**config.mk**
```make
export PLATFORM = sky130hd
export DESIGN_NAME = sort4_drain
export DESIGN_NICKNAME = d
export VERILOG_FILES = /design/src/rtl/sort4_pkg.sv /design/src/rtl/sort4_quad_fifo.sv /design/src/rtl/sort4_drain.sv
export SDC_FILE = /design/constraint.sdc
export NUM_CORES = 1
export LEC_CHECK = 0
export BUFFER_PORTS_ARGS = -buffer_cell sky130_fd_sc_hd__buf_2
export CORE_ASPECT_RATIO = 0.6
export CORE_MARGIN = 10
export CORE_UTILIZATION = 64
export DETAILED_ROUTE_END_ITERATION = 8
export PLACE_DENSITY = 0.93
export SLEW_MARGIN = 10
export SYNTH_ARGS = -nofsm -noshare
export SYNTH_HDL_FRONTEND = slang
export SYNTH_HIERARCHICAL = 1
export SYNTH_SLANG_ARGS = --single-unit
```
**constraint.sdc**
```tcl
create_clock -name clk -period 12.25 [get_ports clk]
set_input_delay 1.8375 -clock clk [delete_from_list [all_inputs] [get_ports clk]]
set_output_delay 1.8375 -clock clk [all_outputs]
set_load 0.02 [all_outputs]
```
**src/rtl/sort4_pkg.sv**
```systemverilog
// Shared types and helpers for the sorter output drain.
// Build option SORT4_DRAIN_DESC_EN: serialize quads in descending order (maxf first).
package sort4_pkg;

  localparam int SORT4_WIDTH = 32;
  localparam int SORT4_LAT   = 5;
  localparam int SORT4_DEPTH = 2;

  typedef logic [SORT4_WIDTH-1:0] word_t;

  typedef struct packed {
    word_t minf;
    word_t medl;
    word_t medh;
    word_t maxf;
  } quad_t;

  typedef logic [1:0] widx_t;

  // Maps a serializer position to a quad field; position 3 always carries out_last.
  function automatic word_t word_at(input quad_t q, input widx_t idx);
    word_t w;
`ifdef SORT4_DRAIN_DESC_EN
    case (idx)
      2'd0:    w = q.maxf;
      2'd1:    w = q.medh;
      2'd2:    w = q.medl;
      default: w = q.minf;
    endcase
`else
    case (idx)
      2'd0:    w = q.minf;
      2'd1:    w = q.medl;
      2'd2:    w = q.medh;
      default: w = q.maxf;
    endcase
`endif
    return w;
  endfunction

endpackage

```
**src/rtl/sort4_quad_fifo.sv**
```systemverilog
// DEPTH-entry quad FIFO; exposes the head and the entry behind it so the
// serializer can roll straight into the next quad on a pop.
module sort4_quad_fifo
  import sort4_pkg::*;
#(
  parameter int DEPTH = SORT4_DEPTH
) (
  input  logic  clk,
  input  logic  rst_n,
  input  logic  i_push,
  input  quad_t i_wdata,
  input  logic  i_pop,
  output quad_t o_head,
  output quad_t o_next,
  output logic  o_empty,
  output logic  o_has_next,
  output logic  o_full
);

  localparam int AW = $clog2(DEPTH);
  localparam int CW = AW + 1;
  localparam logic [CW-1:0] FULL_CNT = CW'(DEPTH);

  quad_t           r_mem [DEPTH];
  logic [AW-1:0]   r_wr_ptr;
  logic [AW-1:0]   r_rd_ptr;
  logic [CW-1:0]   r_count;
  logic [CW-1:0]   w_count_nxt;
  logic            r_full;

  always_comb begin
    w_count_nxt = r_count;
    case ({i_push, i_pop})
      2'b10:   w_count_nxt = r_count + CW'(1);
      2'b01:   w_count_nxt = r_count - CW'(1);
      default: w_count_nxt = r_count;
    endcase
  end

  always_ff @(posedge clk or negedge rst_n) begin
    if (!rst_n) begin
      r_wr_ptr <= '0;
      r_rd_ptr <= '0;
      r_count  <= '0;
      r_full   <= 1'b0;
    end else begin
      if (i_push) r_wr_ptr <= r_wr_ptr + AW'(1);
      if (i_pop)  r_rd_ptr <= r_rd_ptr + AW'(1);
      r_count <= w_count_nxt;
      r_full  <= (w_count_nxt == FULL_CNT);
    end
  end

  // NOTE: storage has no reset; the pointers alone decide which entries are live,
  // and leaving the array unreset lets it map onto plain RAM/regfile cells.
  always_ff @(posedge clk) begin
    if (i_push) r_mem[r_wr_ptr] <= i_wdata;
  end

  assign o_head     = r_mem[r_rd_ptr];
  assign o_next     = r_mem[r_rd_ptr + AW'(1)];
  assign o_empty    = (r_count == '0);
  assign o_has_next = (r_count >= CW'(2));
  assign o_full     = r_full;

endmodule

```
**src/rtl/sort4_drain.sv**
```systemverilog
// Sorter output collector: tag line marks valid quads, a quad FIFO absorbs them,
// and a registered serializer streams one word per cycle on valid/ready.
module sort4_drain
  import sort4_pkg::*;
#(
  parameter int width = SORT4_WIDTH,
  parameter int LAT   = SORT4_LAT,
  parameter int DEPTH = SORT4_DEPTH
) (
  input  logic             clk,
  input  logic             rst,
  input  logic             in_valid,
  input  logic [width-1:0] maxf,
  input  logic [width-1:0] medh,
  input  logic [width-1:0] medl,
  input  logic [width-1:0] minf,
  output logic [width-1:0] out_data,
  output logic             out_valid,
  input  logic             out_ready,
  output logic             out_last,
  output logic             full,
  output logic             drop,
  output logic [7:0]       drop_cnt
);

  logic [LAT-1:0]   r_tag;
  logic             r_out_valid;
  logic             r_out_last;
  logic [width-1:0] r_out_data;
  widx_t            r_idx;
  logic             r_drop;
  logic [7:0]       r_drop_cnt;

  logic             w_capture;
  logic             w_xfer;
  logic             w_pop;
  logic             w_push;
  logic             w_drop;
  quad_t            w_cap_quad;
  quad_t            w_head;
  quad_t            w_next;
  logic             w_empty;
  logic             w_has_next;
  logic             w_full;

  logic             w_valid_nxt;
  logic             w_last_nxt;
  logic [width-1:0] w_data_nxt;
  widx_t            w_idx_nxt;

  generate
    if (LAT == 1) begin : g_tag_short
      always_ff @(posedge clk or negedge rst) begin
        if (!rst) r_tag <= '0;
        else      r_tag <= in_valid;
      end
    end else begin : g_tag_long
      always_ff @(posedge clk or negedge rst) begin
        if (!rst) r_tag <= '0;
        else      r_tag <= {r_tag[LAT-2:0], in_valid};
      end
    end
  endgenerate

  assign w_capture  = r_tag[LAT-1];
  assign w_cap_quad = {minf, medl, medh, maxf};
  assign w_xfer     = r_out_valid & out_ready;
  assign w_pop      = w_xfer & (r_idx == 2'd3);
  // A pop in the same cycle frees the slot the capture needs.
  assign w_push     = w_capture & (~w_full | w_pop);
  assign w_drop     = w_capture & w_full & ~w_pop;

  sort4_quad_fifo #(.DEPTH(DEPTH)) u_fifo (
    .clk        (clk),
    .rst_n      (rst),
    .i_push     (w_push),
    .i_wdata    (w_cap_quad),
    .i_pop      (w_pop),
    .o_head     (w_head),
    .o_next     (w_next),
    .o_empty    (w_empty),
    .o_has_next (w_has_next),
    .o_full     (w_full)
  );

  // NOTE: every always_comb output gets a default first so no path leaves it
  // unassigned, which would otherwise infer a latch.
  always_comb begin
    w_valid_nxt = r_out_valid;
    w_last_nxt  = r_out_last;
    w_data_nxt  = r_out_data;
    w_idx_nxt   = r_idx;
    if (!r_out_valid || out_ready) begin
      w_valid_nxt = 1'b0;
      w_idx_nxt   = '0;
      if (w_pop) begin
        // Roll straight into the following quad so back-to-back quads have no bubble.
        if (w_has_next) begin
          w_valid_nxt = 1'b1;
          w_data_nxt  = word_at(w_next, 2'd0);
        end
      end else if (w_xfer) begin
        w_valid_nxt = 1'b1;
        w_idx_nxt   = widx_t'(r_idx + 2'd1);
        w_data_nxt  = word_at(w_head, widx_t'(r_idx + 2'd1));
      end else if (!w_empty) begin
        w_valid_nxt = 1'b1;
        w_data_nxt  = word_at(w_head, 2'd0);
      end
      w_last_nxt = w_valid_nxt && (w_idx_nxt == 2'd3);
    end
  end

  // NOTE: sequential state uses non-blocking assignments so every flop samples
  // pre-edge values regardless of statement order.
  always_ff @(posedge clk or negedge rst) begin
    if (!rst) begin
      r_out_valid <= 1'b0;
      r_out_last  <= 1'b0;
      r_out_data  <= '0;
      r_idx       <= '0;
      r_drop      <= 1'b0;
      r_drop_cnt  <= '0;
    end else begin
      r_out_valid <= w_valid_nxt;
      r_out_last  <= w_last_nxt;
      r_out_data  <= w_data_nxt;
      r_idx       <= w_idx_nxt;
      r_drop      <= w_drop;
      if (w_drop && (r_drop_cnt != 8'hFF)) r_drop_cnt <= r_drop_cnt + 8'd1;
    end
  end

  assign out_valid = r_out_valid;
  assign out_last  = r_out_last;
  assign out_data  = r_out_data;
  assign full      = w_full;
  assign drop      = r_drop;
  assign drop_cnt  = r_drop_cnt;

endmodule

```
# == After elaboration in Yosys (flattened, before gate mapping) ==
# Memory sizes are Yosys's and may differ from the RTL's.
# Index checks and enable logic that the tools add are counted.
# word_totals
regBits,55
ram_bits,256
out_inout_bits,44
elab_cells,60
n_memories,1
# mem_list
memory,depth,word_bits,read_ports,rd_ports_with_merged_regs,write_ports,line_no,rtl
u_fifo.r_mem,2,128,2,0,1,sort4_quad_fifo.sv:24,quad_t r_mem [DEPTH];
# classes
addsub,6
magnitude_cmp,1
eq_ne,10
n_mux,16
bitwise_logic,8
n_reduce_logical,7
# op_table
op,count
$mux W32,4
$pmux W32 S3,1
$eq A2 B2 Y1 const B,5
$add A8 B1 Y8 const B,1
$ne A8 B8 Y1 const B,1
$mux W1,7
$mux W2,3
$and A1 B1 Y1,5
$add A2 B1 Y2 const B,2
$eq A2 B1 Y1 const B,2
$logic_not A2 Y1,2
$pmux W2 S2,1
$ne A3 B2 Y1 const B,1
$reduce_and A3 Y1,1
$add A1 B1 Y1 const B,2
$ge A2 B2 Y1 const B,1
$logic_and A1 B1 Y1,2
$ne A2 B2 Y1 const B,1
$not A1 Y1,2
$sub A2 B1 Y2 const B,1
$logic_not A1 Y1,1
$logic_or A1 B1 Y1,1
$or A1 B1 Y1,1

# == Longest topological paths before layout ==
# Gate-level depths: netlist of the first run.
# logic_depth
depth_word,7
ltp_mapped,8

# == By module ==
# The synthesis of the first run kept the hierarchy.
# modules_own_cells
module,n_inst,cells_each,area_each_um2,seq_area_each_um2
sort4_quad_fifo,1,562,12029.0,7812.5
sort4_drain,1,367,3365.7,1251.2

# == Least setup slack after synthesis of the first run ==
# OpenSTA, ideal clock, no wires.
# synth_timing
path_type,input port to flip-flop
start,input out_ready
end,memory u_fifo/r_mem[0][0] (netlist bit) (enable)
arrival_ns,7.809
required_ns,11.634
setup_slack_ns,3.824
path_stages,5
path_buffers,1
cell_sequence,buf_4 -> nand3_1 -> a21boi_0 -> inv_1 -> nor2_1
# synth_via
elab_chain_cells,6
# synth_lines
element,line_no,rtl
start: declaration,sort4_drain.sv:19,"input logic out_ready,"
$and A1 B1 Y1,sort4_drain.sv:67,assign w_xfer = r_out_valid & out_ready;
$and A1 B1 Y1,sort4_drain.sv:68,assign w_pop = w_xfer & (r_idx == 2'd3);
$or A1 B1 Y1,sort4_drain.sv:70,assign w_push = w_capture & (~w_full | w_pop);
$and A1 B1 Y1,sort4_drain.sv:70,
net w_push,sort4_drain.sv:37,logic w_push;
$mux W1,sort4_quad_fifo.sv:57,if (i_push) r_mem[r_wr_ptr] <= i_wdata;
$mux W1 (implied by the code),sort4_quad_fifo.sv:57,
end: declaration,sort4_quad_fifo.sv:24,
# The timed path passes the listed nets, and every way through them passes these cells.

# == Worst setup path in the final report of the first run ==
# layout_timing
start,input out_ready
end,memory u_fifo/r_mem[0][39] (netlist bit) (enable)
# Same word-level chain as after synthesis.

==> out/qor.yml, run 1 <==
outcome: "completed"
drt_iter0_drc: 733
start_util: 0.655
fin_total_pwr_mw: 3.87
place_area_sq_um: 14700
ant_nets: 0
core_sq_um: 21100
period_minus_slack_ps: 4370
grt_max_degree: 138
globalplace.congestion: 0.771
fin_nets: 1117
grt_antenna_before_repair: 5
syn_nets: 962
rows: 41
wl_per_cell_microns: 24.1
wl_met2_mm: 14.6
critical_path_class: "input port to register"
max-slew-margin-rel: 0.239
cpPeakStageDelay_ps: 790
final_area_sq_um: 15600
tns_ps: 0
highest_layer: "met4"
num_vias: 7864
crit_top_cell: "buf_4"
cts_resized: 0
hold_ws_ps: 346
worstPathRequired_ps: 12410
clock_latency_ps: 540
ios: 176
placed_cells: 1229
arrival_ps: 4530
grt_pass1_wl_mm: 47.4
clock_skew_ps: 9.68
port_buffers: 175
finalHoldViolations: 0
cp_top_family: "buffers and inverters"
maxSlewViolCount: 0
power_leakage_nw: 6.04
post_cts_buffers: 0
syn_avg_cell_area_sq_um: 16.8
wirelength_mm: 30.9
synth_warnings: 6
powerDensity_nw_per_um2: 248
rsz0062_at_grt: "false"
wl_met3_mm: 2.83
cts_buffer_depth: 3
syn-instance-count: 824
wl_met1_mm: 13.0
drv_cap: 0
fmax_ghz: 0.229
grt_pass1_vias: 8133
root_buffer: "clkbuf_16"
htreeDepth: 1
grt_remaining_overflow: 0
syn_area_sq_um: 13900
crit_slowest_cell: "buf_4"
hp-class: "register to register"
vias_per_cell: 6.13
clkSinkCount: 311
cts_tree: "built"
die_h_microns: 134
die_area_sq_um: 28100
holdBufCountCts: 0
cp_max_fo: 73
period_share: 0.357
worst_ir_drop_vdd_uv: 245
final_layout_size_suffix_gt1_frac: 0.429
critPathBufInv: 4
numCtsBuffers: 27
setup_viol: 0
crit_chain: "buf_2 -> nand3_1 -> a21boi_0 -> inv_1 -> nor2_4 -> buf_4 -> buf_4"
dp_hpwl_mm: 19.2
worst_pin_slew_ps: 1140
track_usage: 0.213
critPathCaptureType: "register"
fin_cells: 1283
clk_pin_slew_ps: 70
start_kind: "input port"
die_x_microns: 210
syn2layout_area_growth_pct: 12.8
drc_errors: 0
drt_first_pass_iters: 4
## area by class of cell
class                   count  area, sq um
flip-flops and latches    311         9070
clock inverters            14          156
well taps                 279          349
inverters                   6         22.5
diodes                      4         10.0
fillers                  1243         5500
clock buffers              36          751
multi-input cells         451         4330
repair buffers            182          941
## layer usage
| layer | track usage | vias up |
|---|---|---|
| li1 | - | 3477 |
| met1 | 0.292 | 3963 |
| met2 | 0.335 | 381 |
| met3 | 0.0552 | 43 |
| met4 | 0.0478 | 0 |
| met5 | 0 | - |
## final timing paths
| path | cells past startpoint | end | startpoint | slack [ps] |
|---|---|---|---|---|
| worst max-delay path | 7 | u_fifo/r_mem[0][39]$_DFFE_PP_ | out_ready | 7880 |
| worst min-delay path | 0 | r_tag[2]$_DFF_PN0_ | r_tag[1]$_DFF_PN0_ | 350 |
| worst max register to register | 7 | u_fifo/r_mem[0][39]$_DFFE_PP_ | r_idx[0]$_DFFE_PN0P_ | 8030 |
| worst min register to register | 0 | r_tag[2]$_DFF_PN0_ | r_tag[1]$_DFF_PN0_ | 350 |
| max in group asynchronous | 2 | u_fifo/r_rd_ptr$_DFFE_PN0P_ | rst | 10200 |
| min in group asynchronous | 2 | out_data[0]$_DFFE_PN0P_ | rst | 1470 |
## metrics by stage
| step | setup slack [ps] | util |
|---|---|---|
| finish | 7880 | 0.740 |
| global route | 7710 | 0.739 |
| CTS | 7920 | 0.739 |
| detailed placement | 7360 | 0.696 |
| global placement | 7450 | 0.696 |
| floorplan | 3820 | - |
## worst reg2reg max path: cells and delay by family (launching register included)
family	cells	cell delay, ps
buffers and inverters	3	1750
adders and majority gates	1	790
AOI/OAI and AO/OA	1	450
DFF	1	440
and+or+nand+nor	2	350
## registers in the layout (all words and copies together) (netlist names), 2 cells and up
signal,flops
r_tag,5
r_idx,2
u_fifo/r_count,2
drop_cnt,8
out_data,32
u_fifo/r_mem,256
## layout by cell type, fill, tap and decap left out, types with 5 or more instances in the layout
cell and instances:
nor2b_1 34, clkinv_2 5, inv_1 6, xor2_1 5, buf_2 175, nor3_2 30
clkbuf_16 28, dfrtp_1 54, nand3_1 68, mux2_4 134, mux2_2 29, a221oi_1 32
edfxtp_1 256, nand2_1 41, clkbuf_1 6, o22a_1 32, buf_4 6
## report_power, final
group          internal, mW  switching (mW)  leakage (nW)  total (mW)
clock                 0.497           0.375         0.445       0.872
sequential             1.44           0.147          3.02        1.59
combinational         0.659           0.747          2.57        1.41
Note: power is estimated with default switching activity, not from simulation.
==> run 2: changes to the inputs <==
--- a/config.mk
+++ b/config.mk
@@ -8,9 +8,9 @@
 export BUFFER_PORTS_ARGS = -buffer_cell sky130_fd_sc_hd__buf_2
 export CORE_ASPECT_RATIO = 0.6
 export CORE_MARGIN = 10
-export CORE_UTILIZATION = 64
+export CORE_UTILIZATION = 59
 export DETAILED_ROUTE_END_ITERATION = 8
-export PLACE_DENSITY = 0.93
+export PLACE_DENSITY = 0.87
 export SLEW_MARGIN = 10
 export SYNTH_ARGS = -nofsm -noshare
 export SYNTH_HDL_FRONTEND = slang
==> constraint.sdc (replaced) <==
create_clock -name clk -period 4.56 [get_ports clk]
set_input_delay 0.684 -clock clk [delete_from_list [all_inputs] [get_ports clk]]
set_output_delay 0.684 -clock clk [all_outputs]
set_load 0.02 [all_outputs]
==> out/qor.yml, run 2 (synthesis gave the netlist of run 1 again) <==
outcome: "completed"  # unchanged
final_area_sq_um: 15800  # was 15600 sq um
setup_slack_ps: 1720  # was 7880 ps
grt_antenna_before_repair: 2  # was 5
htreeDepth: 1  # unchanged
critPathCaptureType: "register"  # unchanged
final_cell_mix: "edfxtp_1 (256), buf_2 (175), mux2_4 (134)"  # unchanged
setup_viol: 0  # unchanged
drc_errors: 0  # unchanged
maxSlewViolCount: 0  # unchanged
finalHoldViolations: 0  # unchanged
die_area_sq_um: 30200  # was 28100 sq um
grt_remaining_overflow: 0  # unchanged
tns_ps: 0  # unchanged
track_usage: 0.195  # was 0.213
ios: 176  # unchanged
post_cts_buffers: 0  # unchanged
numCtsBuffers: 28  # was 27
dp_hpwl_mm: 20.2  # was 19.2 mm
diodes: 0  # was 4
globalplace.congestion: 0.810  # was 0.771
max-slew-margin-rel: 0.279  # was 0.239
grt_pass1_wl_mm: 46.6  # was 47.4 mm
r2r_cells: 5  # was 7
grt_pass1_vias: 8109  # was 8133
wl_per_cell_microns: 22.8  # was 24.1 microns
gr-usage-met2: 0.302  # was 0.335
die_x_microns: 218  # was 210 microns
pre_cts_ws_ps: 1550  # was 7360 ps
port_buffers: 175  # unchanged
hp-class: "input port to register"  # was register to register
die_h_microns: 139  # was 134 microns
clock_latency_ps: 540  # about the same
gr-max-usage-layer: "met2"  # unchanged
cts_resized: 0  # unchanged
rsz0062_at_grt: "false"  # unchanged
critical_path_class: "register to register"  # was input port to register
ff2ff_setup_slack_ps: 1720  # was 8030 ps
fin_nets: 1127  # was 1117
fin_total_pwr_mw: 10.6  # was 3.87 mW
crit_start: "out_valid$_DFFE_PN0P_"  # was out_ready
place_area_sq_um: 14900  # was 14700 sq um
arrival_ps: 3250  # was 4530 ps
cp_max_fo: 46  # was 73
num_vias: 7683  # was 7864
worst_pin_slew_ps: 1080  # was 1140 ps
drt_iter0_drc: 624  # was 733
power_leakage_nw: 6.13  # was 6.04 nW
grt_use_met1: 0.268  # was 0.292
drv_cap: 0  # unchanged
root_buffer: "clkbuf_16"  # unchanged
period_minus_slack_ps: 2840
rr_endpoint: "out_data[21]$_DFFE_PN0P_"  # was u_fifo/r_mem[0][39]$_DFFE_PP_
worstPathRequired_ps: 4970  # was 12410 ps
worst_ir_drop_vdd_uv: 364  # was 245 uV
ant_nets: 0  # unchanged
start_kind: "register"  # was input port
start_util: 0.600  # was 0.655
powerDensity_nw_per_um2: 671  # was 248 nW/um^2
clk_pin_slew_ps: 70  # about the same
final_layout_size_suffix_gt1_frac: 0.436  # was 0.429
largest_register_ffs: 256  # unchanged
met3_usage: 0.0582  # was 0.0552
rr_startpoint: "out_valid$_DFFE_PN0P_"  # was r_idx[0]$_DFFE_PN0P_
grt_max_degree: 71  # was 138
cts_tree: "built"  # unchanged
period_share: 0.624
vias_per_cell: 5.79  # was 6.13
fmax_ghz: 0.352
clkSinkCount: 311  # unchanged
syn2layout_area_growth_pct: 14.3  # was 12.8%
core_sq_um: 23100  # was 21100 sq um
wirelength_mm: 30.2  # was 30.9 mm
cts_buffer_depth: 3  # unchanged
rows: 43  # was 41
critPathCapture: "out_data[21]$_DFFE_PN0P_"  # was u_fifo/r_mem[0][39]$_DFFE_PP_
clock_skew_ps: 17.6  # was 9.68 ps
holdBufCountCts: 0  # unchanged
largest_register: "u_fifo/r_mem"  # unchanged
drt_first_pass_iters: 5  # was 4
final_common_cell: "edfxtp_1"  # unchanged
## run 2: critical path: stages (launching register included)
cell	delay, ps
dfrtp_1	570
nand2_2	550
o22ai_4	630
buf_4	540
nand3_1	170
o22a_1	230
## run 2: worst min path at each step
stage                                   from                  to  slack (ps)  cells after the start
after floorplan           r_tag[0]$_DFF_PN0_  r_tag[1]$_DFF_PN0_         330                      0
after global placement    r_tag[0]$_DFF_PN0_  r_tag[1]$_DFF_PN0_         330                      0
after detailed placement  r_tag[3]$_DFF_PN0_  r_tag[4]$_DFF_PN0_         340                      0
after CTS                           in_valid  r_tag[0]$_DFF_PN0_         240                      1
after global routing                in_valid  r_tag[0]$_DFF_PN0_         250                      1
final                               in_valid  r_tag[0]$_DFF_PN0_         260                      1
## run 2: metal layers
layer | routed length, microns | share of wire
met1 | 13200 | 0.44
met2 | 14000 | 0.46
met3 | 2490 | 0.082
met4 | 538 | 0.018
met5 | 27 | 0.00089
## run 2: per-stage QoR
| step | instances | utilization | hold WS [ps] |
|---|---|---|---|
| floorplan | 824 | - | 331 |
| global placement | 1274 | 0.643 | 332 |
| detailed placement | 1274 | 0.643 | 336 |
| CTS | 1326 | 0.686 | 244 |
| global route | 1326 | 0.686 | 245 |
| finish | 1326 | 0.686 | 258 |
## run 2: layout make-up
class,count,area (sq um)
clock buffer,34,733
clock inverter,18,251
fill,1550,7240
inverter,6,22.5
multi-input combinational,451,4330
sequential,311,9070
tap,315,394
timing repair buffer,191,1030
## run 2: report_power, final
group          internal, mW  leakage, nW  switching [mW]
clock                  1.49        0.484            1.01
sequential             3.87         3.02           0.451
combinational          1.80         2.62            2.00
total                  7.16         6.13            3.46
==> run 3: changes to the inputs <==
--- a/config.mk
+++ b/config.mk
@@ -8,9 +8,9 @@
 export BUFFER_PORTS_ARGS = -buffer_cell sky130_fd_sc_hd__buf_2
 export CORE_ASPECT_RATIO = 0.6
 export CORE_MARGIN = 10
-export CORE_UTILIZATION = 59
+export CORE_UTILIZATION = 53
 export DETAILED_ROUTE_END_ITERATION = 8
-export PLACE_DENSITY = 0.87
+export PLACE_DENSITY = 0.83
 export SLEW_MARGIN = 10
 export SYNTH_ARGS = -nofsm -noshare
 export SYNTH_HDL_FRONTEND = slang
==> constraint.sdc (replaced) <==
create_clock -name clk -period 2.29 [get_ports clk]
set_input_delay 0.3435 -clock clk [delete_from_list [all_inputs] [get_ports clk]]
set_output_delay 0.3435 -clock clk [all_outputs]
set_load 0.02 [all_outputs]
==> out/qor.yml, run 3 (synthesis gave the netlist of run 1 again) <==
outcome: "completed"  # unchanged
power_leakage_nw: 6.76  # was 6.13 nW
fin_nets: 1272  # was 1127
syn2layout_area_growth_pct: 25.6  # was 14.3%
worst_ir_drop_vdd_uv: 788  # was 364 uV
post-route-util: 0.682  # was 0.686
num_vias: 8449  # was 7683
final_cell_mix: "edfxtp_1 (256), buf_2 (175), mux2_4 (134)"  # unchanged
final_area_sq_um: 17400  # was 15800 sq um
rsz0062_at_grt: "false"  # unchanged
grt_max_degree: 65  # was 71
powerDensity_nw_per_um2: 1220  # was 671 nW/um^2
ant_nets: 0  # unchanged
critPathCaptureType: "register"  # unchanged
arrival_ps: 2480  # was 3250 ps
die_x_microns: 229  # was 218 microns
core_sq_um: 25500  # was 23100 sq um
drv_cap: 0  # unchanged
fin_total_pwr_mw: 21.3  # was 10.6 mW
vias_per_cell: 5.58  # was 5.79
hold_end: "u_fifo/r_mem[0][63]$_DFFE_PP_"  # was r_tag[0]$_DFF_PN0_
final_common_cell: "edfxtp_1"  # unchanged
ios: 176  # unchanged
numCtsBuffers: 28  # unchanged
tns_ps: 0  # unchanged
crit_slowest_cell: "dfrtp_4"  # was o22ai_4
pre_cts_ws_ps: 243  # was 1550 ps
grt_remaining_overflow: 0  # unchanged
wirelength_mm: 33.8  # was 30.2 mm
post_cts_buffers: 0  # unchanged
clock_skew_ps: 11.5  # was 17.6 ps
start_kind: "register"  # unchanged
period_minus_slack_ps: 2050  # was 2840 ps
cts_tree: "built"  # unchanged
rr_endpoint: "out_data[22]$_DFFE_PN0P_"  # was out_data[21]$_DFFE_PN0P_
wl_per_cell_microns: 22.4  # was 22.8 microns
rows: 45  # was 43
start_util: 0.543  # was 0.600
place_area_sq_um: 15200  # was 14900 sq um
clock_latency_ps: 550  # was 540 ps
port_buffers: 175  # unchanged
multi_input_area_sq_um: 4340  # was 4330 sq um
hp-class: "input port to register"  # unchanged
drt_first_pass_iters: 5  # unchanged
die_area_sq_um: 33200  # was 30200 sq um
dp_hpwl_mm: 21.2  # was 20.2 mm
grt_pass1_vias: 8912  # was 8109
htreeDepth: 1  # unchanged
whs_path_depth: 1  # unchanged
largest_register: "u_fifo/r_mem"  # unchanged
clkSinkCount: 311  # unchanged
clk_pin_slew_ps: 70  # about the same
regArea_sq_um: 9070  # about the same
cpPeakStageDelay_ps: 440  # was 630 ps
r2r_cells: 5  # unchanged
cp_max_fo: 52  # was 46
maxSlewViolCount: 0  # unchanged
setup_slack_ps: 239  # was 1720 ps
period_share: 0.896  # was 0.624
nFillCells: 1697  # was 1550
fmax_ghz: 0.488  # was 0.352 GHz
max-slew-margin-rel: 0.670  # was 0.279
largest_register_ffs: 256  # unchanged
root_buffer: "clkbuf_16"  # unchanged
drc_errors: 0  # unchanged
rr_startpoint: "u_fifo/r_rd_ptr$_DFFE_PN0P_"  # was out_valid$_DFFE_PN0P_
die_h_microns: 145  # was 139 microns
critical_path_class: "register to register"  # unchanged
setup_viol: 0  # unchanged
globalplace.congestion: 0.778  # was 0.810
drt_iter0_drc: 860  # was 624
worst_pin_slew_ps: 495  # was 1080 ps
finalHoldViolations: 0  # unchanged
final_layout_size_suffix_gt1_frac: 0.397  # was 0.436
worstPathRequired_ps: 2720  # was 4970 ps
cp_top_family: "compound AO/OA/AOI/OAI gates"  # unchanged
ff2ff_setup_slack_ps: 240  # was 1720 ps
crit_chain: "buf_12 -> mux2_4 -> a221oi_1 -> nor3_2 -> o22a_1"  # was nand2_2 -> o22ai_4 -> buf_4 -> nand3_1 -> o22a_1
critPathBufInv: 1  # unchanged
grt_pass1_wl_mm: 52.0  # was 46.6 mm
grt_antenna_before_repair: 6  # was 2
track_usage: 0.197  # was 0.195
cts_buffer_depth: 3  # unchanged
min_from: "medh[31]"  # was in_valid
-- run 3: cell count changes in the layout (fill, tap and decap cells not counted), moves of 3 or more --
cell and delta:
clkinv_1 +3, diode_2 +5, clkbuf_8 +3, buf_4 +3, dlygate4sd3_1 +127, clkinv_2 -3, buf_12 +15, bufinv_16 -5
-- run 3: worst reg2reg max path: stages, from the launching register on --
cell and delay (ps):
dfrtp_4 440, buf_12 310, mux2_4 430, a221oi_1 420
nor3_2 130, o22a_1 210
-- run 3: final cells by class --
cell class / instances / area share
Clock inverter: 14 / 0.00611
Clock buffer: 38 / 0.0447
Sequential cell: 311 / 0.521
Timing Repair Buffer: 336 / 0.151
Antenna cell: 5 / 0.000719
Multi-Input combinational cell: 451 / 0.250
Inverter: 6 / 0.00129
Tap cell: 352 / 0.0253
-- run 3: power breakdown --
part / internal (mW) / switching (mW)
combinational: 4.07 / 4.29
clock: 2.50 / 2.04
sequential: 7.70 / 0.678
-- run 3: routing by layer --
metal | global-route usage | part of all wire | up-vias | wire (microns)
met4 | 0.0412 | 0.013 | 2 | 446
met3 | 0.0519 | 0.072 | 47 | 2450
li1 | - | - | 3798 | -
met2 | 0.325 | 0.49 | 331 | 16600
met5 | 0 | 0.00038 | - | 13
met1 | 0.258 | 0.42 | 4271 | 14300
-- run 3: worst max-delay path by stage --
| stage | depth (start not counted) | endpoint | startpoint | slack [ps] |
|---|---|---|---|---|
| after floorplan | 5 | u_fifo/r_mem[0][0]$_DFFE_PP_ | out_valid$_DFFE_PN0P_ | -910 |
| after global placement | 6 | out_data[29]$_DFFE_PN0P_ | u_fifo/r_rd_ptr$_DFFE_PN0P_ | 250 |
| after detailed placement | 5 | out_data[27]$_DFFE_PN0P_ | u_fifo/r_rd_ptr$_DFFE_PN0P_ | 240 |
| after CTS | 6 | out_data[29]$_DFFE_PN0P_ | u_fifo/r_rd_ptr$_DFFE_PN0P_ | 230 |
| after global routing | 5 | out_data[22]$_DFFE_PN0P_ | u_fifo/r_rd_ptr$_DFFE_PN0P_ | 140 |
| final | 5 | out_data[22]$_DFFE_PN0P_ | u_fifo/r_rd_ptr$_DFFE_PN0P_ | 240 |
-- run 3: what timing repair did --
action	in CTS	in global routing
resized for setup	0	0
endpoints found under the hold margin	259	0
hold buffers	127	0
-- run 3: per-stage QoR --
| stage | instances | hold WS (ps) |
|---|---|---|
| after floorplan | 824 | 47.9 |
| after global placement | 1329 | 227 |
| after detailed placement | 1329 | 231 |
| after CTS | 1508 | 2.97 |
| after global routing | 1513 | 8.04 |
| final | 1513 | 26.4 |
